[src/rtl/fetch_unit_if.sv]
// Signal bundle between the instruction decoder/RAM side and the fetch unit.
// The fetch unit takes the slave modport; the decoder side takes the master modport.
interface fetch_unit_if #(
  parameter int WIDTH     = 16,
  parameter int CNT_WIDTH = 32
);
  logic                 cnt_en;
  logic                 pc_sload;
  logic [WIDTH-1:0]     new_pc;
  logic                 stall;
  logic [WIDTH-1:0]     instr_q1;
  logic [WIDTH-1:0]     instr_q2;
  logic [WIDTH-1:0]     pc;
  logic [WIDTH-1:0]     instr;
  logic [WIDTH-1:0]     N;
  logic                 valid;
  logic                 halted;
  logic [CNT_WIDTH-1:0] retired;

  modport master (
    output cnt_en, pc_sload, new_pc, stall, instr_q1, instr_q2,
    input  pc, instr, N, valid, halted, retired
  );

  modport slave (
    input  cnt_en, pc_sload, new_pc, stall, instr_q1, instr_q2,
    output pc, instr, N, valid, halted, retired
  );
endinterface

[src/rtl/fetch_unit.sv]
// Fetch unit: owns the program counter, presents instruction/immediate words to the
// decoder, and handles boot, stall/replay, STP halt and a saturating retired counter.
module fetch_unit #(
  parameter int               WIDTH     = 16,
  parameter logic [WIDTH-1:0] RESET_PC  = {WIDTH{1'b0}},
  parameter int               CNT_WIDTH = 32
) (
  input  logic         clk,
  input  logic         reset,
  fetch_unit_if.slave  bus
);

  typedef enum logic [1:0] {
    BOOT = 2'd0,
    RUN  = 2'd1,
    HALT = 2'd2
  } state_e;

  localparam logic [WIDTH-1:0]     PC_ONE  = {{(WIDTH-1){1'b0}}, 1'b1};
  localparam logic [CNT_WIDTH-1:0] CNT_ONE = {{(CNT_WIDTH-1){1'b0}}, 1'b1};
  localparam logic [CNT_WIDTH-1:0] CNT_MAX = {CNT_WIDTH{1'b1}};

  state_e               state_q, state_d;
  logic [WIDTH-1:0]     pc_q, pc_d;
  logic [WIDTH-1:0]     hold_instr_q, hold_instr_d;
  logic [WIDTH-1:0]     hold_n_q, hold_n_d;
  logic [CNT_WIDTH-1:0] retired_q, retired_d;
  logic [WIDTH-1:0]     instr_s;
  logic [WIDTH-1:0]     n_s;

  // State register; reset wins over every other input.
  always_ff @(posedge clk) begin
    if (reset) begin
      state_q      <= BOOT;
      pc_q         <= RESET_PC;
      hold_instr_q <= {WIDTH{1'b0}};
      hold_n_q     <= {WIDTH{1'b0}};
      retired_q    <= {CNT_WIDTH{1'b0}};
    end else begin
      state_q      <= state_d;
      pc_q         <= pc_d;
      hold_instr_q <= hold_instr_d;
      hold_n_q     <= hold_n_d;
      retired_q    <= retired_d;
    end
  end

  // Next-state and word selection; stalled RUN and HALT replay the held words.
  always_comb begin
    state_d      = state_q;
    pc_d         = pc_q;
    hold_instr_d = hold_instr_q;
    hold_n_d     = hold_n_q;
    retired_d    = retired_q;
    instr_s      = {WIDTH{1'b0}};
    n_s          = {WIDTH{1'b0}};
    case (state_q)
      BOOT: begin
        if (!bus.stall) begin
          state_d = RUN;
        end else begin
          state_d = BOOT;
        end
      end
      RUN: begin
        if (bus.stall) begin
          instr_s = hold_instr_q;
          n_s     = hold_n_q;
        end else begin
          instr_s      = bus.instr_q1;
          n_s          = bus.instr_q2;
          hold_instr_d = bus.instr_q1;
          hold_n_d     = bus.instr_q2;
          if (bus.pc_sload) begin
            pc_d = bus.new_pc;
          end else if (bus.cnt_en) begin
            pc_d = pc_q + PC_ONE;
          end else begin
            pc_d = pc_q;
          end
          if (retired_q != CNT_MAX) begin
            retired_d = retired_q + CNT_ONE;
          end else begin
            retired_d = retired_q;
          end
          // STP opcode: top five bits all ones
          if (bus.instr_q1[WIDTH-1 -: 5] == 5'b11111) begin
            state_d = HALT;
          end else begin
            state_d = RUN;
          end
        end
      end
      HALT: begin
        instr_s = hold_instr_q;
        n_s     = hold_n_q;
      end
      default: begin
        state_d = BOOT;
      end
    endcase
  end

  assign bus.pc      = pc_q;
  assign bus.instr   = instr_s;
  assign bus.N       = n_s;
  assign bus.valid   = (state_q == RUN);
  assign bus.halted  = (state_q == HALT);
  assign bus.retired = retired_q;

endmodule

[src/flat_wrapper.sv]
// flat-port wrapper written by rule: the top's interface ports become plain ports
module fetch_unit_flat 
#(
  parameter int               WIDTH     = 16,
  parameter logic [WIDTH-1:0] RESET_PC  = {WIDTH{1'b0}},
  parameter int               CNT_WIDTH = 32
)
  (clk, reset, bus_cnt_en, bus_pc_sload, bus_new_pc, bus_stall, bus_instr_q1, bus_instr_q2, bus_pc, bus_instr, bus_N, bus_valid, bus_halted, bus_retired);
  fetch_unit_if #(.WIDTH(WIDTH), .CNT_WIDTH(CNT_WIDTH)) bus_i ();
  input  logic clk;
  input  logic reset;
  input wire logic [$bits(bus_i.cnt_en)-1:0] bus_cnt_en;
  input wire logic [$bits(bus_i.pc_sload)-1:0] bus_pc_sload;
  input wire logic [$bits(bus_i.new_pc)-1:0] bus_new_pc;
  input wire logic [$bits(bus_i.stall)-1:0] bus_stall;
  input wire logic [$bits(bus_i.instr_q1)-1:0] bus_instr_q1;
  input wire logic [$bits(bus_i.instr_q2)-1:0] bus_instr_q2;
  output wire logic [$bits(bus_i.pc)-1:0] bus_pc;
  output wire logic [$bits(bus_i.instr)-1:0] bus_instr;
  output wire logic [$bits(bus_i.N)-1:0] bus_N;
  output wire logic [$bits(bus_i.valid)-1:0] bus_valid;
  output wire logic [$bits(bus_i.halted)-1:0] bus_halted;
  output wire logic [$bits(bus_i.retired)-1:0] bus_retired;
  assign bus_i.cnt_en = bus_cnt_en;
  assign bus_i.pc_sload = bus_pc_sload;
  assign bus_i.new_pc = bus_new_pc;
  assign bus_i.stall = bus_stall;
  assign bus_i.instr_q1 = bus_instr_q1;
  assign bus_i.instr_q2 = bus_instr_q2;
  assign bus_pc = bus_i.pc;
  assign bus_instr = bus_i.instr;
  assign bus_N = bus_i.N;
  assign bus_valid = bus_i.valid;
  assign bus_halted = bus_i.halted;
  assign bus_retired = bus_i.retired;
  fetch_unit #(.WIDTH(WIDTH), .RESET_PC(RESET_PC), .CNT_WIDTH(CNT_WIDTH)) u_core (.clk(clk), .reset(reset), .bus(bus_i));
endmodule
[config.mk]
export PLATFORM = sky130hd
export DESIGN_NAME = fetch_unit_flat
export DESIGN_NICKNAME = d
export VERILOG_FILES = /design/src/rtl/fetch_unit_if.sv /design/src/rtl/fetch_unit.sv /design/src/flat_wrapper.sv
export SDC_FILE = /design/constraint.sdc
export NUM_CORES = 1
export LEC_CHECK = 0
export CORE_ASPECT_RATIO = 1.1
export CORE_UTILIZATION = 25
export CTS_CLUSTER_DIAMETER = 200
export DETAILED_ROUTE_END_ITERATION = 6
export DONT_BUFFER_PORTS = 1
export SLEW_MARGIN = 20
export SYNTH_ARGS = -nofsm -noshare
export SYNTH_HDL_FRONTEND = slang
export SYNTH_SLANG_ARGS = --single-unit
[constraint.sdc]
create_clock -name clk -period 6.1 [get_ports clk]
set_input_delay 1.525 -clock clk [delete_from_list [all_inputs] [get_ports clk]]
set_output_delay 1.525 -clock clk [all_outputs]
set_load 0.005 [all_outputs]
==> summary.md <==
| Metric | Value |
|---|---|
| First-pass GRT wire length | `17.8 mm` |
| Number of synthesized flops with an enable pin | `0` |
| Clk pin slew, worst setup/hold paths | `0.06 ns` |
| Via count | `3826` |
| Endpoints failing setup | `0` |
| Delay of the slowest cell on the worst path | `0.76 ns` |
| Mapped Area | `4330 sq um` |
| Comb pwr share | `0.054` |
| Worst Tran Pin Value | `1.01 ns` |
| Clock Tree Buf Depth | `2` |
| Fin worst setup slack | `1.82 ns` |
| Final Hold Violating Endpoints | `0` |
| Peak supply drop | `0.000116 V` |
| Routed length per placed instance | `14.4 um` |
| Initial DRT Pass Iterations | `4` |
| Synth Warn # | `0` |
| Cts-stage hold buffer count | `0` |
| Netlist cell types | `51` |
| Largest cells by area after synthesis | `dfxtp_1, nand2_1, a21oi_1, a21boi_0, nor2_1` |
| Drc violations | `0` |
| Leakage power | `0.00146 uW` |
| # Max-Cap Violations | `0` |
| Slowest cell on crit path | `a21o_1` |
| Cell taking the most area after synthesis | `dfxtp_1` |
| I/O Pins | `135` |
| CP top delay family | `compound AO/OA/AOI/OAI gates` |
| Switching share of total power | `0.231` |
| Ys async rst share | `0` |
| Clk_lat worst skew | `0.33 ns` |
| Place WS | `1.79 ns` |
| Fin. max-slew vios | `0` |
| Max_slew headroom | `0.326` |
| Antenna violations before repair | `0` |
| Initial Utilization | `0.255` |
| Crit path max fanout | `32` |
| Achievable Freq | `0.234 GHz` |
| Hold/Removal Path Class | `reg2reg` |
| Clk sinks | `82` |
| Post-Syn Area per Cell | `7.72 sq um` |
| Post-route clock period utilization | `0.701` |
| Sequential power share | `0.496` |
| Die Wd | `127 um` |
| DIE AREA | `17900 sq um` |
| Critical-path cell list | `a21o_1 > nand2_1 > a21boi_0` |
| Share of post-route cells with drive strength above 1 | `0.0648` |
| Power density over the cells | `237 nW/um^2` |
| Core area | `17000 sq um` |
| Routed Wire Length | `11.1 mm` |
| Count leader, synth | `nand2_1` |
| Overall Global Routing Usage | `0.125` |
| Largest net degree at the start of global routing | `96` |
| Port Buffer Count | `0` |
| Critical path arrival | `2.75 ns` |
| ANT nets after route | `0` |
| Clock share of power | `0.450` |
| Post-synth top area share | `0.379` |
| Fin nets | `594` |
| Routed vias/inst | `4.94` |
| CTS Buf Count | `9` |
| Vias in the first global route | `3504` |
| Ys flop type | `dfxtp_1` |
| Crit end category | `output pin` |
| Clock skew | `0.00444 ns` |
| Post-detail-place hpwl | `7.44 mm` |
| H-tree levels | `3` |
| Fin crit period | `4.28 ns` |
| P_int | `866 uW` |
| WP buf/inv | `0` |
| Root buffer cell | `clkbuf_16` |
| Ant diodes | `0` |
| Sw Pwr | `261 uW` |
| RSZ-0062 raised after global routing | `no` |
| # resized after CTS | `0` |
| Post-CTS setup repair buffer count | `0` |
| Die Y | `140 um` |
| Worst Setup Start Kind | `input port` |
| Overall Power | `1130 uW` |
| Syn Inst Count | `561` |
| Routability cong. | `0.781` |
| Grt total ovfl | `0` |
| CTS tree | `built` |
| Setup_tns | `0 ns` |
| Post-synth top cells | `nand2_1, dfxtp_1, a21oi_1` |
| Outcome | `complete, no violations` |
| Register area share after synthesis | `0.379` |
| DRT iter0 DRCs | `193` |
| Seq cells post-synth | `82` |
| Syn_nets | `619` |
| Worst setup path class | `in2out` |
| Row count | `50` |
| Syn-to-layout area delta | `9.85%` |
| Layout Utilization | `0.281` |
| CP Data Required Time | `4.58 ns` |
==> layout by cell type, fill, tap and decap left out, drive strengths merged, types with 2 or more instances in the layout <==
cell,Yosys,layout
nor2,43,43
a211oi,9,9
o31ai,6,6
ha,5,5
and4,9,9
a21o,2,2
a22o,4,4
nand2,114,114
a21boi,32,32
clkinv,0,3
clkbuf,32,12
and2,8,8
nor4,2,2
a21oi,48,48
nand2b,3,3
a22oi,4,4
xor2,5,5
xnor2,9,9
nand4,14,14
buf,8,4
o2111ai,2,2
nor2b,13,13
mux2i,4,4
or4,5,5
and3,7,7
o21ai,18,18
dfxtp,82,82
inv,10,10
a31o,4,4
or3,4,4
nor3,8,8
mux2,10,10
a31oi,8,8
nand3,19,19
==> layout make-up <==
cell class,count,area (sq um)
fillers,1843,12200
multi-input cells,429,2480
flip-flops and latches,82,1640
well taps,234,293
clock buffers,12,256
inverters,10,37.5
repair buffers,4,30.0
clock inverters,3,15.0
==> worst min-delay path, cell delays in order (launching register included) <==
cell and delay (ns):
dfxtp_1 0.31, nand2_1 0.05, a21oi_1 0.05
==> path summary, 6_finish.rpt <==
check	from	end	slack (ns)	cells past startpoint
worst min register to register	u_core.hold_instr_q[15]$_SDFFE_PP0N_	u_core.hold_instr_q[15]$_SDFFE_PP0N_	0.46	2
worst max-delay path	bus_stall	bus_N[8]	1.82	3
worst min-delay path	u_core.hold_instr_q[15]$_SDFFE_PP0N_	u_core.hold_instr_q[15]$_SDFFE_PP0N_	0.46	2
worst max register to register	u_core.state_q[1]$_SDFFE_PP0P_	u_core.bus.retired[31]$_SDFFE_PP0P_	3.56	7
==> layer usage <==
layer / share of wire / track usage / routed length (um)
met5: 0 / 0 / 0
met4: 0.017 / 0.0558 / 191
met3: 0.079 / 0.0447 / 873
met2: 0.45 / 0.203 / 5020
met1: 0.45 / 0.147 / 5020
==> state kept, by name, summed over array words and instances (netlist names) <==
register             count
u_core.bus.pc           16
u_core.bus.retired      32
u_core.hold_instr_q     16
u_core.hold_n_q         16
u_core.state_q           2
==> kinds of logic after synthesis <==
family | Yosys count | share of synthesized area
simple gates | 252 | 0.275
compound gates | 144 | 0.220
flops | 82 | 0.379
buf+inv | 50 | 0.0480
xor+xnor | 14 | 0.0283
mux | 14 | 0.0353
fa+ha+maj | 5 | 0.0144
==> per-stage QoR <==
step	instances	hold WS [ns]	instance area [sq um]
after global routing	774	0.467	4760
after global placement	759	0.438	4490
after CTS	774	0.451	4760
after detailed placement	759	0.442	4490
final	774	0.456	4760
after floorplan	561	0.437	4330
==> power by group through the flow <==
stage | logic [uW] | registers, uW | clock network, uW
floorplan | 61.1 | 567 | 0
global placement | 61.1 | 571 | 0
detailed placement | 62.3 | 571 | 0
CTS | 62.3 | 559 | 531
global route | 69.6 | 561 | 548
finish | 61.0 | 559 | 507
No activity file was read; power rests on OpenSTA's default activity.
==> RTL edit 1, RTL diff (same flow settings) <==
Encoding of `state_e`: now one-hot (3 bits for 3 states).
--- a/src/rtl/fetch_unit.sv
+++ b/src/rtl/fetch_unit.sv
@@ -10,10 +10,10 @@
   fetch_unit_if.slave  bus
 );
 
-  typedef enum logic [1:0] {
-    BOOT = 2'd0,
-    RUN  = 2'd1,
-    HALT = 2'd2
+  typedef enum logic [2:0] {
+    BOOT = 3'b001,
+    RUN  = 3'b010,
+    HALT = 3'b100
   } state_e;
 
   localparam logic [WIDTH-1:0]     PC_ONE  = {{(WIDTH-1){1'b0}}, 1'b1};
Function: no difference found for any inputs over 4 cycles, from zero or initial values and one cycle with reset high; so few cycles prove little.
==> RTL edit 1 against the original RTL <==
Routed wire length shrank 4.3%; worst setup slack gained 0.28 ns; synthesized area shrank 4.5%; first-iteration DRC count grew 4.7%; design area shrank 4.2%; die area shrank 4.5%; clock skew grew 0.0046 ns; sequential cell count grew 1; fmax grew 6.9%; highest routed layer unchanged.
Power is not compared: it rests on default switching activity, and its combinational part moved more than twofold at a synthesized area within 25%.
==> RTL edit 1: results (changes against the original RTL) <==
metric,value,unit,change
n_diodes,0,,unchanged
Yosys cell types,52,,was 51
#FFs+latches synth,83,,was 82
Root Buffer,clkbuf_16,,unchanged
mean number of vias per cell,5.14,,was 4.94
family with the most delay on the worst path,compound AO/OA/AOI/OAI gates,,unchanged
dpl hpwl,7410,um,was 7440 um
Worst slew margin,0.329,,was 0.326
Synth Area in Compound Gates,0.197,,was 0.220
clk_skew,0.00908,ns,was 0.00444 ns
initial DRC count,202,,was 193
Place WS,2.07,ns,was 1.79 ns
main flop type after synthesis,dfxtp_1,,unchanged
peak fanout along the critical path,32,,unchanged
H-tree depth,3,,unchanged
Post-CTS Setup Bufs,0,,unchanged
largest net degree at the start of global routing,81,,was 96
Pre-antenna DRT Iters,5,,was 4
share of layout cells above drive strength 1,0.0570,,was 0.0648
initial antenna violation count,0,,unchanged
DR WL/cell,14.3,um,was 14.4 um
share of synthesized flip-flops with an asynchronous set or reset,0,,unchanged
max FFs per register,32,,unchanged
post-CTS resize count,0,,unchanged
"CTS clk-pin slew, worst paths",0.06,ns,about the same
min-delay worst type,register to register,,unchanged
number of global-route vias before repair,3219,,was 3504
clock buffer depth,2,,unchanged
Post-DP Area,4250,um2,was 4490 um2
Syn Nets,610,,was 619
crit path DAT,2.48,ns,was 2.75 ns
area share of xor/xnor cells in the synthesized design,0.0106,,was 0.0283
Synth Area in Adders,0.00605,,was 0.0144
first-pass GRT wire length,16700,um,was 17800 um
Fillers,1720,,was 1843
Synth area leaders,"dfxtp_1, nand2_1, a21oi_1",,unchanged
status,"finished, final reports clean",,unchanged
Port-buffer cells,0,,unchanged
"Clk Latency, worst-skew pair",0.34,ns,
VDD IR max,0.134,mV,
Final nets,594,,unchanged
Post-synth top cells,"nand2_1, dfxtp_1, a21oi_1",,unchanged
max incr delay on CP,0.70,ns,was 0.76 ns
GR Util All Layers,0.124,,was 0.125
mux share of post-synthesis cell area,0.0109,,was 0.0352
"Seq/Total Area, Yosys",0.402,,was 0.379
GPL Wtd Cong,0.756,,was 0.781
==> RTL edit 1: cell types whose count changed after synthesis, moves of 7 or more <==
cell | unedited run | this run
nand2_1 | 114 | 151
a21boi_0 | 32 | 0
a21oi_1 | 48 | 74
and2_1 | 8 | 1
nor2_1 | 43 | 26
or3_1 | 4 | 17
nor2b_1 | 13 | 1
clkbuf_1 | 32 | 25
o21ai_1 | 0 | 12
a211oi_1 | 8 | 1
mux2_2 | 8 | 0
==> RTL edit 1: layer usage <==
layer  track usage  vias up  share of wire
li1              -     1939              -
met4        0.0542        0          0.021
met5             0        -              0
met1         0.155     1747           0.45
met3        0.0442       15          0.077
met2         0.190      124           0.45
==> RTL edit 1: worst paths after layout <==
kind | cells after the start | start | end | slack, ns
hold / removal | 2 | u_core.hold_n_q[14] | u_core.hold_n_q[14] | 0.45
setup reg to reg | 7 | u_core.bus.retired[0] | u_core.bus.retired[5] | 3.52
hold reg to reg | 2 | u_core.hold_n_q[14] | u_core.hold_n_q[14] | 0.45
setup / recovery | 3 | bus_stall | bus_N[3] | 2.10
==> RTL edit 1: power by group through the flow <==
stage	clock network [W]	logic, W	registers (W)
floorplan	0	0.0000307	0.000561
finish	0.000558	0.0000237	0.000550
detailed placement	0	0.0000241	0.000562
global placement	0	0.0000238	0.000562
global route	0.000602	0.0000270	0.000550
CTS	0.000584	0.0000242	0.000550
==> RTL edit 1: cell type report <==
cell class	count	share of cell area
clock buffers	9	0.0494
clock inverters	7	0.0168
inverters	10	0.00824
multi-input cells	431	0.499
flip-flops and latches	83	0.365
well taps	200	0.0549
repair buffers	4	0.00659
==> RTL edit 1: kinds of logic (layout without fill, tap and decap cells) <==
logic type,count (synthesis),count (layout)
mux,4,4
compound gates,137,137
fa+ha+maj,2,2
simple gates,283,283
flops,83,83
buf+inv,41,30
xor+xnor,5,5
==> RTL edit 1: metrics by stage <==
step | total power (W) | util | cells | hold slack (ns)
4_1_cts | 0.00116 | 0.286 | 744 | 0.451
2_1_floorplan | 0.000592 | - | 555 | 0.437
6_report | 0.00113 | 0.286 | 744 | 0.453
5_1_grt | 0.00118 | 0.286 | 744 | 0.466
3_5_place_dp | 0.000586 | 0.267 | 728 | 0.441
3_3_place_gp | 0.000586 | 0.267 | 728 | 0.436
==> RTL edit 1: worst min-delay path, delay by kind of cell, from the launching register on <==
family,cells,cell delay [ns]
AO/OA/AOI/OAI,1,0.05
flip-flops,1,0.31
AND/OR/NAND/NOR,1,0.05
==> RTL edit 2, RTL diff (same settings) <==
Without the edit above. `CNT_WIDTH` is set to 32 in 3 places; all go to 16.
--- a/src/rtl/fetch_unit_if.sv
+++ b/src/rtl/fetch_unit_if.sv
@@ -2,7 +2,7 @@
 // The fetch unit takes the slave modport; the decoder side takes the master modport.
 interface fetch_unit_if #(
   parameter int WIDTH     = 16,
-  parameter int CNT_WIDTH = 32
+  parameter int CNT_WIDTH = 16
 );
   logic                 cnt_en;
   logic                 pc_sload;
--- a/src/rtl/fetch_unit.sv
+++ b/src/rtl/fetch_unit.sv
@@ -3,7 +3,7 @@
 module fetch_unit #(
   parameter int               WIDTH     = 16,
   parameter logic [WIDTH-1:0] RESET_PC  = {WIDTH{1'b0}},
-  parameter int               CNT_WIDTH = 32
+  parameter int               CNT_WIDTH = 16
 ) (
   input  logic         clk,
   input  logic         reset,
--- a/src/flat_wrapper.sv
+++ b/src/flat_wrapper.sv
@@ -3,7 +3,7 @@
 #(
   parameter int               WIDTH     = 16,
   parameter logic [WIDTH-1:0] RESET_PC  = {WIDTH{1'b0}},
-  parameter int               CNT_WIDTH = 32
+  parameter int               CNT_WIDTH = 16
 )
   (clk, reset, bus_cnt_en, bus_pc_sload, bus_new_pc, bus_stall, bus_instr_q1, bus_instr_q2, bus_pc, bus_instr, bus_N, bus_valid, bus_halted, bus_retired);
   fetch_unit_if #(.WIDTH(WIDTH), .CNT_WIDTH(CNT_WIDTH)) bus_i ();
Ports: changed (resized bus_retired); port bits go from 135 to 119. The function was not compared with the original's and may differ.
==> RTL edit 2 against the original RTL <==
Clock power is 2% lower; largest cell class unchanged; power shrank 9.8%; worst setup slack worse by 0.14 ns; routed wire length fell by 10%; design area shrank 16%; sequential cell count shrank 16; first-iteration DRC count decreased by 4.7%; clock skew is 0.0040 ns higher; synthesized area is 17% lower; critical endpoint is now bus_N[5]; sequential share of layout area shrank 1.4 points.
==> RTL edit 2: results (changes against the original RTL) <==
metric,value,unit,change
VDD IR max,0.0945,mV,was 0.116 mV
initial DRC count,184,,was 193
DR WL/cell,15.3,um,was 14.4 um
dpl hpwl,6850,um,was 7440 um
Tap Cells,188,,was 234
clk cell area share,0.0706,,was 0.0571
Synth Area in Adders,0.0174,,was 0.0144
status,"finished, final reports clean",,unchanged
"Seq/Total Area, Yosys",0.368,,was 0.379
non-clock buffer share of cell area,0,,was 0.00631
CLK BUF,11,,was 12
mean number of vias per cell,5.18,,was 4.94
max incr delay on CP,0.80,ns,was 0.76 ns
Net Switching,0.000252,W,was 0.000261 W
GR Util All Layers,0.138,,was 0.125
Synth Area in Compound Gates,0.227,,was 0.220
"Core Util, Final",0.287,,was 0.281
area share of xor/xnor cells in the synthesized design,0,,was 0.0283
number of global-route vias before repair,3266,,was 3504
Placed Cells,633,,was 759
Reg area,1320,um2,was 1640 um2
mux share of post-synthesis cell area,0.0449,,was 0.0352
largest net degree at the start of global routing,79,,was 96
family with the most delay on the worst path,simple AND/OR/NAND/NOR gates,,was compound AO/OA/AOI/OAI gates
clk_skew,0.00842,ns,was 0.00444 ns
bufs w/o clock,0,,was 4
Comb pwr share,0.064,,was 0.054
Synth area leaders,"dfxtp_1, nand2_1, a21oi_1",,unchanged
"Inverters, non-clock",7,,was 10
Post-Synthesis Cells,475,,was 561
Pre-antenna DRT Iters,5,,was 4
Syn Nets,533,,was 619
CP max stage cell,nor2b_4,,was a21o_1
leak pwr,1.24,nW,was 1.46 nW
WL final,9960,um,was 11100 um
first-pass GRT wire length,15900,um,was 17800 um
Yosys cell types,53,,was 51
multi-input gates,372,,was 429
sequential share of power,0.449,,was 0.496
Seq Cell Count,66,,was 82
share of layout cells above drive strength 1,0.0781,,was 0.0648
RTL edit 2: cell types whose count changed in the layout (fill, tap and decap cells not counted), moves of 5 or more:
cell     change
dfxtp_1     -16
o21ai_0      -9
a21oi_1      +5
xnor2_1      -9
xor2_1       -5
and2_1       -5
nor4_1       +6
nor2_1      -13
and4_1       -7
nand4_1      -8
RTL edit 2: final timing paths:
path	start	end	slack (ns)	cells past startpoint
setup / recovery	bus_stall	bus_N[5]	1.68	3
hold / removal	u_core.hold_n_q[5]	u_core.hold_n_q[5]	0.45	2
setup reg to reg	u_core.state_q[1]	u_core.bus.pc[10]	3.24	6
hold reg to reg	u_core.hold_n_q[5]	u_core.hold_n_q[5]	0.45	2
RTL edit 2: metal layers:
layer / part of all wire / track usage
met3: 0.069 / 0.0397
met4: 0.024 / 0.0694
met5: 0 / 0
met2: 0.47 / 0.225
met1: 0.43 / 0.162
